[config.mk]
export PLATFORM = sky130hd
export DESIGN_NAME = wb_request_arbiter_flat
export DESIGN_NICKNAME = d
export VERILOG_FILES = /design/src/rtl/wb_request_arbiter_if.sv /design/src/rtl/wb_request_arbiter.sv /design/src/flat_wrapper.sv
export SDC_FILE = /design/constraint.sdc
export NUM_CORES = 1
export LEC_CHECK = 0
export BUFFER_PORTS_ARGS = -buffer_cell sky130_fd_sc_hd__clkbuf_2
export CORE_UTILIZATION = 52
export CTS_BUF_LIST = sky130_fd_sc_hd__clkbuf_16
export CTS_CLUSTER_SIZE = 14
export DETAILED_ROUTE_END_ITERATION = 6
export PLACE_DENSITY = 0.91
export RECOVER_POWER = 25
export SETUP_SLACK_MARGIN = 0.1
export SLEW_MARGIN = 20
export SYNTH_ARGS = -nofsm -noshare
export SYNTH_HDL_FRONTEND = slang
export SYNTH_SLANG_ARGS = --single-unit
[constraint.sdc]
create_clock -name CLK -period 5 [get_ports CLK]
set_input_delay 0.75 -clock CLK [delete_from_list [all_inputs] [get_ports CLK]]
set_output_delay 0.75 -clock CLK [all_outputs]
set_load 0.005 [all_outputs]
[src/rtl/wb_request_arbiter_if.sv]
// wb_request_arbiter_if: bundles the I-port, D-port and bus-manager signals
// of the request arbiter. The master modport is the arbiter's own view (it
// drives the manager strobes and the port acks); the slave modport is the
// surrounding environment (CPU requesters plus the bus manager).
`timescale 1ns/1ps
interface wb_request_arbiter_if;
   logic        I_REQ;
   logic [31:0] I_ADR;
   logic [31:0] I_RDAT;
   logic        I_ACK;

   logic        D_REQ;
   logic        D_WE;
   logic [31:0] D_ADR;
   logic [31:0] D_WDAT;
   logic [3:0]  D_SEL;
   logic [31:0] D_RDAT;
   logic        D_ACK;

   logic        M_READ_O;
   logic        M_WRITE_O;
   logic [31:0] M_ADR_O;
   logic [31:0] M_DAT_O;
   logic [3:0]  M_SEL_O;
   logic [31:0] M_DAT_I;
   logic        M_BUSY_I;
   logic        M_ACK_I;

   logic [1:0]  GRANT_O;

   modport master (
      input  I_REQ, I_ADR, D_REQ, D_WE, D_ADR, D_WDAT, D_SEL,
      input  M_DAT_I, M_BUSY_I, M_ACK_I,
      output I_RDAT, I_ACK, D_RDAT, D_ACK,
      output M_READ_O, M_WRITE_O, M_ADR_O, M_DAT_O, M_SEL_O, GRANT_O
   );

   modport slave (
      output I_REQ, I_ADR, D_REQ, D_WE, D_ADR, D_WDAT, D_SEL,
      output M_DAT_I, M_BUSY_I, M_ACK_I,
      input  I_RDAT, I_ACK, D_RDAT, D_ACK,
      input  M_READ_O, M_WRITE_O, M_ADR_O, M_DAT_O, M_SEL_O, GRANT_O
   );
endinterface

[src/rtl/wb_request_arbiter.sv]
// wb_request_arbiter: shares one Wishbone bus manager between the instruction
// fetch port (read-only) and the data port (read/write). One request is
// latched at a time and walked through ISSUE -> WAIT -> DONE.
// Optional macro ARB_ROUND_ROBIN_EN: ties alternate between the ports instead
// of fixed D priority with the STARVE_LIMIT escape for I.
`timescale 1ns/1ps
module wb_request_arbiter #(
   parameter int unsigned STARVE_LIMIT = 4
) (
   input logic                  CLK,
   input logic                  nRST,
   wb_request_arbiter_if.master bus
);

   typedef enum logic [1:0] {IDLE = 2'd0, ISSUE = 2'd1, WAIT = 2'd2, DONE = 2'd3} state_t;

   state_t      state_q, state_d;
   logic [1:0]  grant_q, grant_d;
   logic        we_q;
   logic [31:0] adr_q;
   logic [31:0] wdat_q;
   logic [3:0]  sel_q;
   logic [31:0] i_rdat_q;
   logic [31:0] d_rdat_q;
   logic        arb_go;
   logic        pick_i;
   logic        done_rd;
   logic        rd_o, wr_o, i_ack_o, d_ack_o;

   // A grant happens only from IDLE, with the manager free and someone asking.
   assign arb_go  = (state_q == IDLE) && !bus.M_BUSY_I && (bus.I_REQ || bus.D_REQ);
   assign done_rd = (state_q == DONE) && !we_q;

`ifdef ARB_ROUND_ROBIN_EN
   logic last_d_q;

   assign pick_i = bus.I_REQ && (!bus.D_REQ || last_d_q);

   // Remember the latest winner so the next tie goes to the other port.
   always_ff @(posedge CLK or negedge nRST) begin
      if (!nRST)       last_d_q <= 1'b0;
      else if (arb_go) last_d_q <= !pick_i;
   end
`else
   localparam logic [3:0] LIMIT = 4'(STARVE_LIMIT);
   logic [3:0] starve_q;

   // D wins ties until I has been passed over LIMIT times in a row.
   assign pick_i = bus.I_REQ &&
                   (!bus.D_REQ || ((LIMIT != 4'd0) && (starve_q == LIMIT)));

   // Count D grants that made a waiting I stand aside; any I grant clears it.
   always_ff @(posedge CLK or negedge nRST) begin
      if (!nRST) begin
         starve_q <= 4'd0;
      end else if (arb_go) begin
         if (pick_i)
            starve_q <= 4'd0;
         else if (bus.I_REQ && (starve_q != LIMIT))
            starve_q <= starve_q + 4'd1;
      end
   end
`endif

   // State and owner registers; reset aborts any transaction without an ack.
   always_ff @(posedge CLK or negedge nRST) begin
      if (!nRST) begin
         state_q <= IDLE;
         grant_q <= 2'b00;
      end else begin
         state_q <= state_d;
         grant_q <= grant_d;
      end
   end

   // Next-state logic plus the one-cycle strobe and ack pulses.
   always_comb begin
      state_d = state_q;
      grant_d = grant_q;
      rd_o    = 1'b0;
      wr_o    = 1'b0;
      i_ack_o = 1'b0;
      d_ack_o = 1'b0;
      case (state_q)
         IDLE: begin
            if (arb_go) begin
               state_d = ISSUE;
               grant_d = pick_i ? 2'b01 : 2'b10;
            end
         end
         ISSUE: begin
            rd_o    = !we_q;
            wr_o    = we_q;
            state_d = WAIT;
         end
         WAIT: begin
            if (bus.M_ACK_I) state_d = DONE;
         end
         DONE: begin
            i_ack_o = grant_q[0];
            d_ack_o = grant_q[1];
            grant_d = 2'b00;
            state_d = IDLE;
         end
         default: state_d = IDLE;
      endcase
   end

   // Capture the winning request so the manager sees stable values throughout.
   always_ff @(posedge CLK or negedge nRST) begin
      if (!nRST) begin
         adr_q  <= 32'd0;
         wdat_q <= 32'd0;
         sel_q  <= 4'd0;
         we_q   <= 1'b0;
      end else if (arb_go) begin
         if (pick_i) begin
            adr_q  <= bus.I_ADR;
            wdat_q <= 32'd0;
            sel_q  <= 4'hF;
            we_q   <= 1'b0;
         end else begin
            adr_q  <= bus.D_ADR;
            wdat_q <= bus.D_WDAT;
            sel_q  <= bus.D_SEL;
            we_q   <= bus.D_WE;
         end
      end
   end

   // Keep the last read result per port; writes leave it untouched.
   always_ff @(posedge CLK or negedge nRST) begin
      if (!nRST) begin
         i_rdat_q <= 32'd0;
         d_rdat_q <= 32'd0;
      end else if (done_rd) begin
         if (grant_q[0]) i_rdat_q <= bus.M_DAT_I;
         if (grant_q[1]) d_rdat_q <= bus.M_DAT_I;
      end
   end

   // Manager data arrives in the DONE cycle, so it is forwarded alongside the ack.
   assign bus.I_RDAT    = (done_rd && grant_q[0]) ? bus.M_DAT_I : i_rdat_q;
   assign bus.D_RDAT    = (done_rd && grant_q[1]) ? bus.M_DAT_I : d_rdat_q;
   assign bus.I_ACK     = i_ack_o;
   assign bus.D_ACK     = d_ack_o;
   assign bus.M_READ_O  = rd_o;
   assign bus.M_WRITE_O = wr_o;
   assign bus.M_ADR_O   = (state_q == IDLE) ? 32'd0 : adr_q;
   assign bus.M_DAT_O   = (state_q == IDLE) ? 32'd0 : wdat_q;
   assign bus.M_SEL_O   = (state_q == IDLE) ? 4'd0  : sel_q;
   assign bus.GRANT_O   = grant_q;

endmodule
[src/flat_wrapper.sv]
// flat-port wrapper written by rule: the top's interface ports become plain ports
module wb_request_arbiter_flat 
#(
   parameter int unsigned STARVE_LIMIT = 4
)
  (CLK, nRST, bus_I_REQ, bus_I_ADR, bus_D_REQ, bus_D_WE, bus_D_ADR, bus_D_WDAT, bus_D_SEL, bus_M_DAT_I, bus_M_BUSY_I, bus_M_ACK_I, bus_I_RDAT, bus_I_ACK, bus_D_RDAT, bus_D_ACK, bus_M_READ_O, bus_M_WRITE_O, bus_M_ADR_O, bus_M_DAT_O, bus_M_SEL_O, bus_GRANT_O);
  wb_request_arbiter_if bus_i ();
  input logic CLK;
  input logic nRST;
  input wire logic [$bits(bus_i.I_REQ)-1:0] bus_I_REQ;
  input wire logic [$bits(bus_i.I_ADR)-1:0] bus_I_ADR;
  input wire logic [$bits(bus_i.D_REQ)-1:0] bus_D_REQ;
  input wire logic [$bits(bus_i.D_WE)-1:0] bus_D_WE;
  input wire logic [$bits(bus_i.D_ADR)-1:0] bus_D_ADR;
  input wire logic [$bits(bus_i.D_WDAT)-1:0] bus_D_WDAT;
  input wire logic [$bits(bus_i.D_SEL)-1:0] bus_D_SEL;
  input wire logic [$bits(bus_i.M_DAT_I)-1:0] bus_M_DAT_I;
  input wire logic [$bits(bus_i.M_BUSY_I)-1:0] bus_M_BUSY_I;
  input wire logic [$bits(bus_i.M_ACK_I)-1:0] bus_M_ACK_I;
  output wire logic [$bits(bus_i.I_RDAT)-1:0] bus_I_RDAT;
  output wire logic [$bits(bus_i.I_ACK)-1:0] bus_I_ACK;
  output wire logic [$bits(bus_i.D_RDAT)-1:0] bus_D_RDAT;
  output wire logic [$bits(bus_i.D_ACK)-1:0] bus_D_ACK;
  output wire logic [$bits(bus_i.M_READ_O)-1:0] bus_M_READ_O;
  output wire logic [$bits(bus_i.M_WRITE_O)-1:0] bus_M_WRITE_O;
  output wire logic [$bits(bus_i.M_ADR_O)-1:0] bus_M_ADR_O;
  output wire logic [$bits(bus_i.M_DAT_O)-1:0] bus_M_DAT_O;
  output wire logic [$bits(bus_i.M_SEL_O)-1:0] bus_M_SEL_O;
  output wire logic [$bits(bus_i.GRANT_O)-1:0] bus_GRANT_O;
  assign bus_i.I_REQ = bus_I_REQ;
  assign bus_i.I_ADR = bus_I_ADR;
  assign bus_i.D_REQ = bus_D_REQ;
  assign bus_i.D_WE = bus_D_WE;
  assign bus_i.D_ADR = bus_D_ADR;
  assign bus_i.D_WDAT = bus_D_WDAT;
  assign bus_i.D_SEL = bus_D_SEL;
  assign bus_i.M_DAT_I = bus_M_DAT_I;
  assign bus_i.M_BUSY_I = bus_M_BUSY_I;
  assign bus_i.M_ACK_I = bus_M_ACK_I;
  assign bus_I_RDAT = bus_i.I_RDAT;
  assign bus_I_ACK = bus_i.I_ACK;
  assign bus_D_RDAT = bus_i.D_RDAT;
  assign bus_D_ACK = bus_i.D_ACK;
  assign bus_M_READ_O = bus_i.M_READ_O;
  assign bus_M_WRITE_O = bus_i.M_WRITE_O;
  assign bus_M_ADR_O = bus_i.M_ADR_O;
  assign bus_M_DAT_O = bus_i.M_DAT_O;
  assign bus_M_SEL_O = bus_i.M_SEL_O;
  assign bus_GRANT_O = bus_i.GRANT_O;
  wb_request_arbiter #(.STARVE_LIMIT(STARVE_LIMIT)) u_core (.CLK(CLK), .nRST(nRST), .bus(bus_i));
endmodule
==> run metrics, run 1 <==
Peak VDD IR=0.000290 V; syn_nets=about 750; setup repair bufs after CTS=0; number of buffers added on ports=about 280; number of fill cells=961; Final setup viols=0; Yosys cell types=33; final WL=15,600 µm; die extent in y=113 µm; TNS Setup=0 ns; worst path cell trace=ha_1 -> inv_2 -> nor2_4 -> nand2_2 -> mux2_2 -> clkbuf_2; root buffer cell=clkbuf_16; vias in the first global route=roughly 5,100; CTS Hold Buffers Added=0; Starting Density=a little over half; hold path start=u_core.wdat_q[21]$_DFFE_PN0P_; top cell family by delay on the critical path=simple AND/OR/NAND/NOR gates; GPL Wtd Cong=0.778; nets=between 1,000 and 1,500; Syn-to-layout area delta=28.9%; ANT nets after route=0; Die W=between 100 and 150 µm; number of placement rows=40; Clock Skews=roughly 0.013 ns; violated checks=max-capacitance violations, max-slew violations; GRT Util Overall=around 25%; initial antenna violation count=0; Worst slew margin=-73.5%; #FFs+latches synth=~140; Clock Latency Late Sink=~0.42 ns; first-pass GRT wire length=around 25,000 µm; synthesized area per cell=between 10 and 15 µm²; GRT overflow=0; mapped cell area=6390 µm²; area occupied by multi-input gates=about 2500 µm²; fmax=roughly 0.32 GHz; leading area contributor after synthesis=dfrtp_1; worst stage delay on the critical path=0.58 ns; max_cap viols=1; largest net degree at the start of global routing=about 110; Startpoint Class=flop; most common cell after layout, fill and taps aside=clkbuf_2; n_diodes=0; critical path buffer and inverter count=2; H-tree Lvls=4; CORE AREA=12,000 µm²; wire per inst=15.3 µm; period utilisation layout=62.2%; layout cell share with drive strength beyond 1=between 40% and 50%; DPL Wire Length=between 10,000 and 15,000 µm; WS Path Type=flop to output pin; Worst Tran Pin Value=2.60 ns; Worst EP required=about 4.3 ns; final hold violations=0; Resized Gates After CTS=0; Setup crit start=u_core.state_q[1]$_DFFE_PN0P_; endpoint type of the worst setup path=output pin; via density per instance=5.07; CP Data Arrival Time=around 2.4 ns; crit path max fanout=32; Sink Count=141; Mapped Cells=600; register area=about 3500 µm²; outcome=finished with violations; RSZ-0062 raised after global routing=false; CTS tree=yes; sequential share of the synthesized area=55.2%; leakage=4.32 nW; via count=a little over 5,000; Post-Place Cell Area=7710 µm²; Reg2Reg Launch Point=u_core.state_q[0]$_DFFE_PN0P_; synth warn=0; initial DRC count=between 300 and 400; CP max-delay cell=nand2_2; CTS max path bufs=2; most frequent cells in the layout=clkbuf_2 (276), dfrtp_1 (141), nand2_1 (107); Synth top area share=a little under three fifths; final instance area=approximately 8000 µm²; pwr dens=roughly 630 nW/µm²; worst hold path class=flop to flop; die area=12,700 µm²; Clk pin slew, worst setup/hold paths=0.05 ns; synth top area cells=dfrtp_1 (55%), mux2_2 (11%), nor2b_1 (6.8%); final slew viol count=108; CTS Buf Count=17; drt drc=0; post-route minimum period=roughly 3.1 ns; I/O Pins=about 280; first drt pass iteration count=4
cell usage after synthesis:
library cell  instances
o21a_1                1
nor2b_1              69
nor2_4                1
a22o_1                1
nor2_1               34
a21oi_1              61
and2_1                1
buf_4                12
and3b_1               1
o32ai_2               1
ha_1                  7
nand3b_4              1
nand2_2               2
mux2_1                5
a21bo_1               1
a21oi_2               6
xor2_1                2
inv_1                 7
buf_6                14
o21ai_0               7
mux2_2               60
nand4_1               3
nand2_1             107
a211oi_1              1
o21ai_2               1
dfrtp_1             141
and2b_1               1
o32ai_1               1
nand3_1              33
a21boi_2              1
buf_2                 7
clkbuf_1              9
inv_2                 1
worst reg2reg max path, stage by stage, from the launching register on:
cell and delay [ns]:
dfrtp_1 0.39, inv_1 0.14, ha_2 0.21, and2b_1 0.18, o21a_2 0.64, buf_4 0.47, nor2_1 0.08, a21oi_1 0.13
path summary, 6_finish.rpt:
| kind | to | slack [ns] | cells after the start |
|---|---|---|---|
| hold reg to reg | u_core.wdat_q[21]$_DFFE_PN0P_ | 0.46 | 2 |
| setup reg to reg | u_core.adr_q[4]$_DFFE_PN0P_ | 2.67 | 7 |
| setup / recovery | bus_D_RDAT[24] | 1.89 | 6 |
| min in group asynchronous | u_core.d_rdat_q[0]$_DFFE_PN0P_ | 1.15 | 1 |
| max in group asynchronous | u_core.d_rdat_q[29]$_DFFE_PN0P_ | 2.23 | 2 |
| hold / removal | u_core.wdat_q[21]$_DFFE_PN0P_ | 0.46 | 2 |
registers in the layout (all words and copies together), names as in the netlist:
signal / count
u_core.wdat_q: 32
u_core.adr_q: 32
u_core.we_q: 1
u_core.bus.GRANT_O: 2
u_core.sel_q: 4
u_core.state_q: 2
u_core.d_rdat_q: 32
u_core.starve_q: 4
u_core.i_rdat_q: 32
power breakdown:
group          internal, W  leakage, nW  switching [W]  total [W]
Combinational      0.00104         2.40        0.00112    0.00216
Sequential         0.00171         1.68       0.000220    0.00193
Clock             0.000628        0.246       0.000478    0.00111
routing by layer:
metal	share of wire, %	track usage (%)
met5	0	0
met4	2.1	11.9
met3	7.9	7.61
met2	50	42.4
met1	40	29.3
per-stage QoR:
step,std cells,util (%),total power (W),setup slack (ns),hold slack (ns)
2_1_floorplan,600,-,0.00317,2.88,0.431
3_3_place_gp,986,64.2,0.00401,2.34,0.442
3_5_place_dp,986,64.2,0.00411,2.28,0.447
4_1_cts,1018,68.5,0.00524,1.84,0.460
5_1_grt,1019,68.6,0.00557,1.71,0.475
6_report,1019,68.6,0.00519,1.89,0.458
cell type report:
type / count / area share (%)
sequential: 141 / 42.8
multi-input combinational: 409 / 30.8
timing repair buffer: 282 / 17.4
clock buffer: 17 / 5.16
tap: 147 / 2.23
clock inverter: 15 / 1.21
inverter: 8 / 0.364
kinds of logic (layout without fill, tap and decap cells):
| family | Yosys count | in the layout | share of synthesized area (%) |
|---|---|---|---|
| compound gates | 82 | 82 | 7.38 |
| xor+xnor | 2 | 2 | 0.274 |
| fa+ha+maj | 7 | 7 | 1.37 |
| buf+inv | 50 | 322 | 5.42 |
| flops | 141 | 141 | 55.2 |
| mux | 65 | 65 | 11.4 |
| simple gates | 253 | 253 | 18.9 |
No activity file was read; power rests on OpenSTA's default activity.
==> run 2: changes to the inputs <==
--- a/config.mk
+++ b/config.mk
@@ -5,12 +5,13 @@
 export SDC_FILE = /design/constraint.sdc
 export NUM_CORES = 1
 export LEC_CHECK = 0
+export ABC_AREA = 1
 export BUFFER_PORTS_ARGS = -buffer_cell sky130_fd_sc_hd__clkbuf_2
-export CORE_UTILIZATION = 52
+export CORE_UTILIZATION = 44
 export CTS_BUF_LIST = sky130_fd_sc_hd__clkbuf_16
 export CTS_CLUSTER_SIZE = 14
 export DETAILED_ROUTE_END_ITERATION = 6
-export PLACE_DENSITY = 0.91
+export PLACE_DENSITY = 0.82
 export RECOVER_POWER = 25
 export SETUP_SLACK_MARGIN = 0.1
 export SLEW_MARGIN = 20
==> constraint.sdc (replaced) <==
create_clock -name CLK -period 2.7 [get_ports CLK]
set_input_delay 0.405 -clock CLK [delete_from_list [all_inputs] [get_ports CLK]]
set_output_delay 0.405 -clock CLK [all_outputs]
set_load 0.005 [all_outputs]
==> run 2 against run 1 <==
Net effect: utilization fell by 8.8 points; sequential power rose by 80%; non-clock buffer count rose by 6; die area rose by 22%; total power rose by 84%; critical path type unchanged; sequential share of layout area fell by 2.4 points; global-route usage fell by 2.4 points; the flow now finishes without violations; first-iteration DRC count rose by 32%; highest routed layer unchanged; setup slack got worse by 1.6 ns; register-to-register slack got worse by 2.0 ns; combinational power rose by 75%.
==> run metrics, run 2 <==
outcome=finished clean; number of placement rows=44; reg2reg path depth=7; final slew viol count=0; root buffer cell=clkbuf_16; Worst Tran Pin Value=between 1 and 1.5 ns; mapped cell area=between 6000 and 7000 µm²; post-route minimum period=roughly 2.4 ns; CP Data Arrival Time=1.97 ns; Peak VDD IR=0.000491 V; GPL Wtd Cong=~0.83; H-tree Lvls=4; Synth top area share=approximately 53%; drt drc=0; Starting Density=about 45%; Clk pin slew, worst setup/hold paths=0.06 ns; Worst slew margin=a little under a third; synth top area cells=dfrtp_1 (53%), inv_1 (10%), nand2_1 (10%); CORE AREA=between 10,000 and 15,000 µm²; worst stage delay on the critical path=0.40 ns; period utilisation layout=between 80 and 90%; layout cell share with drive strength beyond 1=between 20% and 30%; Min Hold Slack=about 0.22 ns; die area=15,500 µm²; CTS Buf Count=17; Clock Skews=0.00620 ns; synth warn=0; critical path buffer and inverter count=3; Startpoint Class=flop; via density per instance=roughly 4.8; area occupied by multi-input gates=2160 µm²; leakage=5.23 nW; Clock Latency Late Sink=roughly 0.42 ns; wire per inst=13.1 µm; synthesized area per cell=about 8 µm²; register area=about 3500 µm²; Total Power=0.00957 W; worst path cell trace=ha_1 -> nand2_1 -> inv_1 -> nand2_1 -> buf_12 -> o21ai_0 -> clkbuf_2; most frequent cell after synthesis=inv_1; TNS Setup=0 ns; largest net degree at the start of global routing=a little over 80; Sink Count=141; Die W=125 µm; max_cap viols=0; DPL Wire Length=approximately 12,000 µm; worst hold path depth=3; pwr dens=1100 nW/µm²; worst hold path class=input pin to flop; Final setup viols=0; first drt pass iteration count=5; GRT overflow=0; top cells by count, synth=inv_1 (181), nand2_1 (177), dfrtp_1 (141); GRT Util Overall=22.7%; critical path depth in cells=7; number of buffers added on ports=about 280; fmax=approximately 0.42 GHz; #FFs+latches synth=about 140; CP max-delay cell=dfrtp_1; CTS max path bufs=2; Yosys cell types=19; sequential share of the synthesized area=53.4%; ys async rst share=100%; leading area contributor after synthesis=dfrtp_1; n_diodes=0; vias in the first global route=roughly 6,000; initial DRC count=404; I/O Pins=around 280; nets=between 1,000 and 1,500; Primary FF master, synth=dfrtp_1; number of fill cells=1,296; final WL=around 17,000 µm; most frequent cells in the layout=clkbuf_2 (276), inv_1 (182), nand2_1 (177); CP dominant cell by count=nand2_1; WS Path Type=flop to output pin; Mapped Cells=850; RSZ-0062 raised after global routing=false; die extent in y=between 100 and 150 µm; crit path max fanout=between 60 and 70; final design utilization=around three fifths; syn_nets=996; top cell family by delay on the critical path=buffers and inverters; most common cell after layout, fill and taps aside=clkbuf_2; Worst EP required=between 2 and 2.5 ns; first-pass GRT wire length=approximately 28,000 µm; initial antenna violation count=0; CTS tree=yes; final hold violations=0; via count=roughly 6,200; endpoint type of the worst setup path=output pin; EDFF count, synth=0; ANT nets after route=0; Syn-to-layout area delta=32.2%
-- run 2: logic make-up after synthesis --
logic type / share of synthesized area, %
AO/OA/AOI/OAI: 8.20
AND/OR/NAND/NOR: 23.1
adder cells (fa/ha/maj): 1.33
flip-flops: 53.4
buffers and inverters: 13.8
XOR/XNOR: 0.133
-- run 2: area by class of cell --
cell class              instances  area share, %
multi-input cells             478           24.8
inverters                     183           7.87
well taps                     184           2.64
clock buffers                  17           4.87
clock inverters                15           1.78
flip-flops and latches        141           40.4
repair buffers                288           17.6
-- run 2: repair_timing --
| item | CTS | global route |
|---|---|---|
| endpoints found under the hold margin | 30 | 0 |
| setup buffers | 0 | 0 |
| hold buffers | 1 | 0 |
| resized for setup | 0 | 0 |
-- run 2: per-layer routing --
layer  track usage [%]  vias up  wire length [µm]  part of all wire, %
li1                  -     3097                 -                    -
met1              27.5     2872              6990                   41
met2              38.2      215              8650                   51
met3              4.81       43               891                  5.2
met4              11.3        0               569                  3.3
met5                 0        -                 0                    0
-- run 2: worst paths after layout --
path,start,end,slack (ns)
setup / recovery,u_core.state_q[1]$_DFFE_PN0P_,bus_D_RDAT[31],0.33
hold / removal,bus_D_WDAT[13],u_core.wdat_q[13]$_DFFE_PN0P_,0.22
setup reg to reg,u_core.state_q[0]$_DFFE_PN0P_,u_core.wdat_q[30]$_DFFE_PN0P_,0.65
hold reg to reg,u_core.adr_q[0]$_DFFE_PN0P_,u_core.adr_q[0]$_DFFE_PN0P_,0.48
max in group asynchronous,nRST,u_core.d_rdat_q[30]$_DFFE_PN0P_,0.91
min in group asynchronous,nRST,u_core.wdat_q[19]$_DFFE_PN0P_,0.42
-- run 2: worst reg2reg max path: stages, from the launching register on --
cell	delay [ns]
dfrtp_1	0.41
inv_1	0.13
ha_2	0.44
nand3_4	0.12
inv_2	0.27
buf_12	0.32
nand3_1	0.20
o21ai_0	0.10
-- run 2: stage by stage --
step           area [µm²]  setup slack (ns)  cells
4_1_cts              8740             0.292   1306
5_1_grt              8730             0.130   1306
3_5_place_dp         8150             0.665   1273
3_3_place_gp         8150             0.774   1273
2_1_floorplan        6600             0.920    850
6_report             8730             0.326   1306
-- run 2: power breakdown --
part	switching [W]	total [W]	internal (W)
Sequential	0.000369	0.00348	0.00311
Clock	0.000872	0.00230	0.00143
Combinational	0.00224	0.00379	0.00155
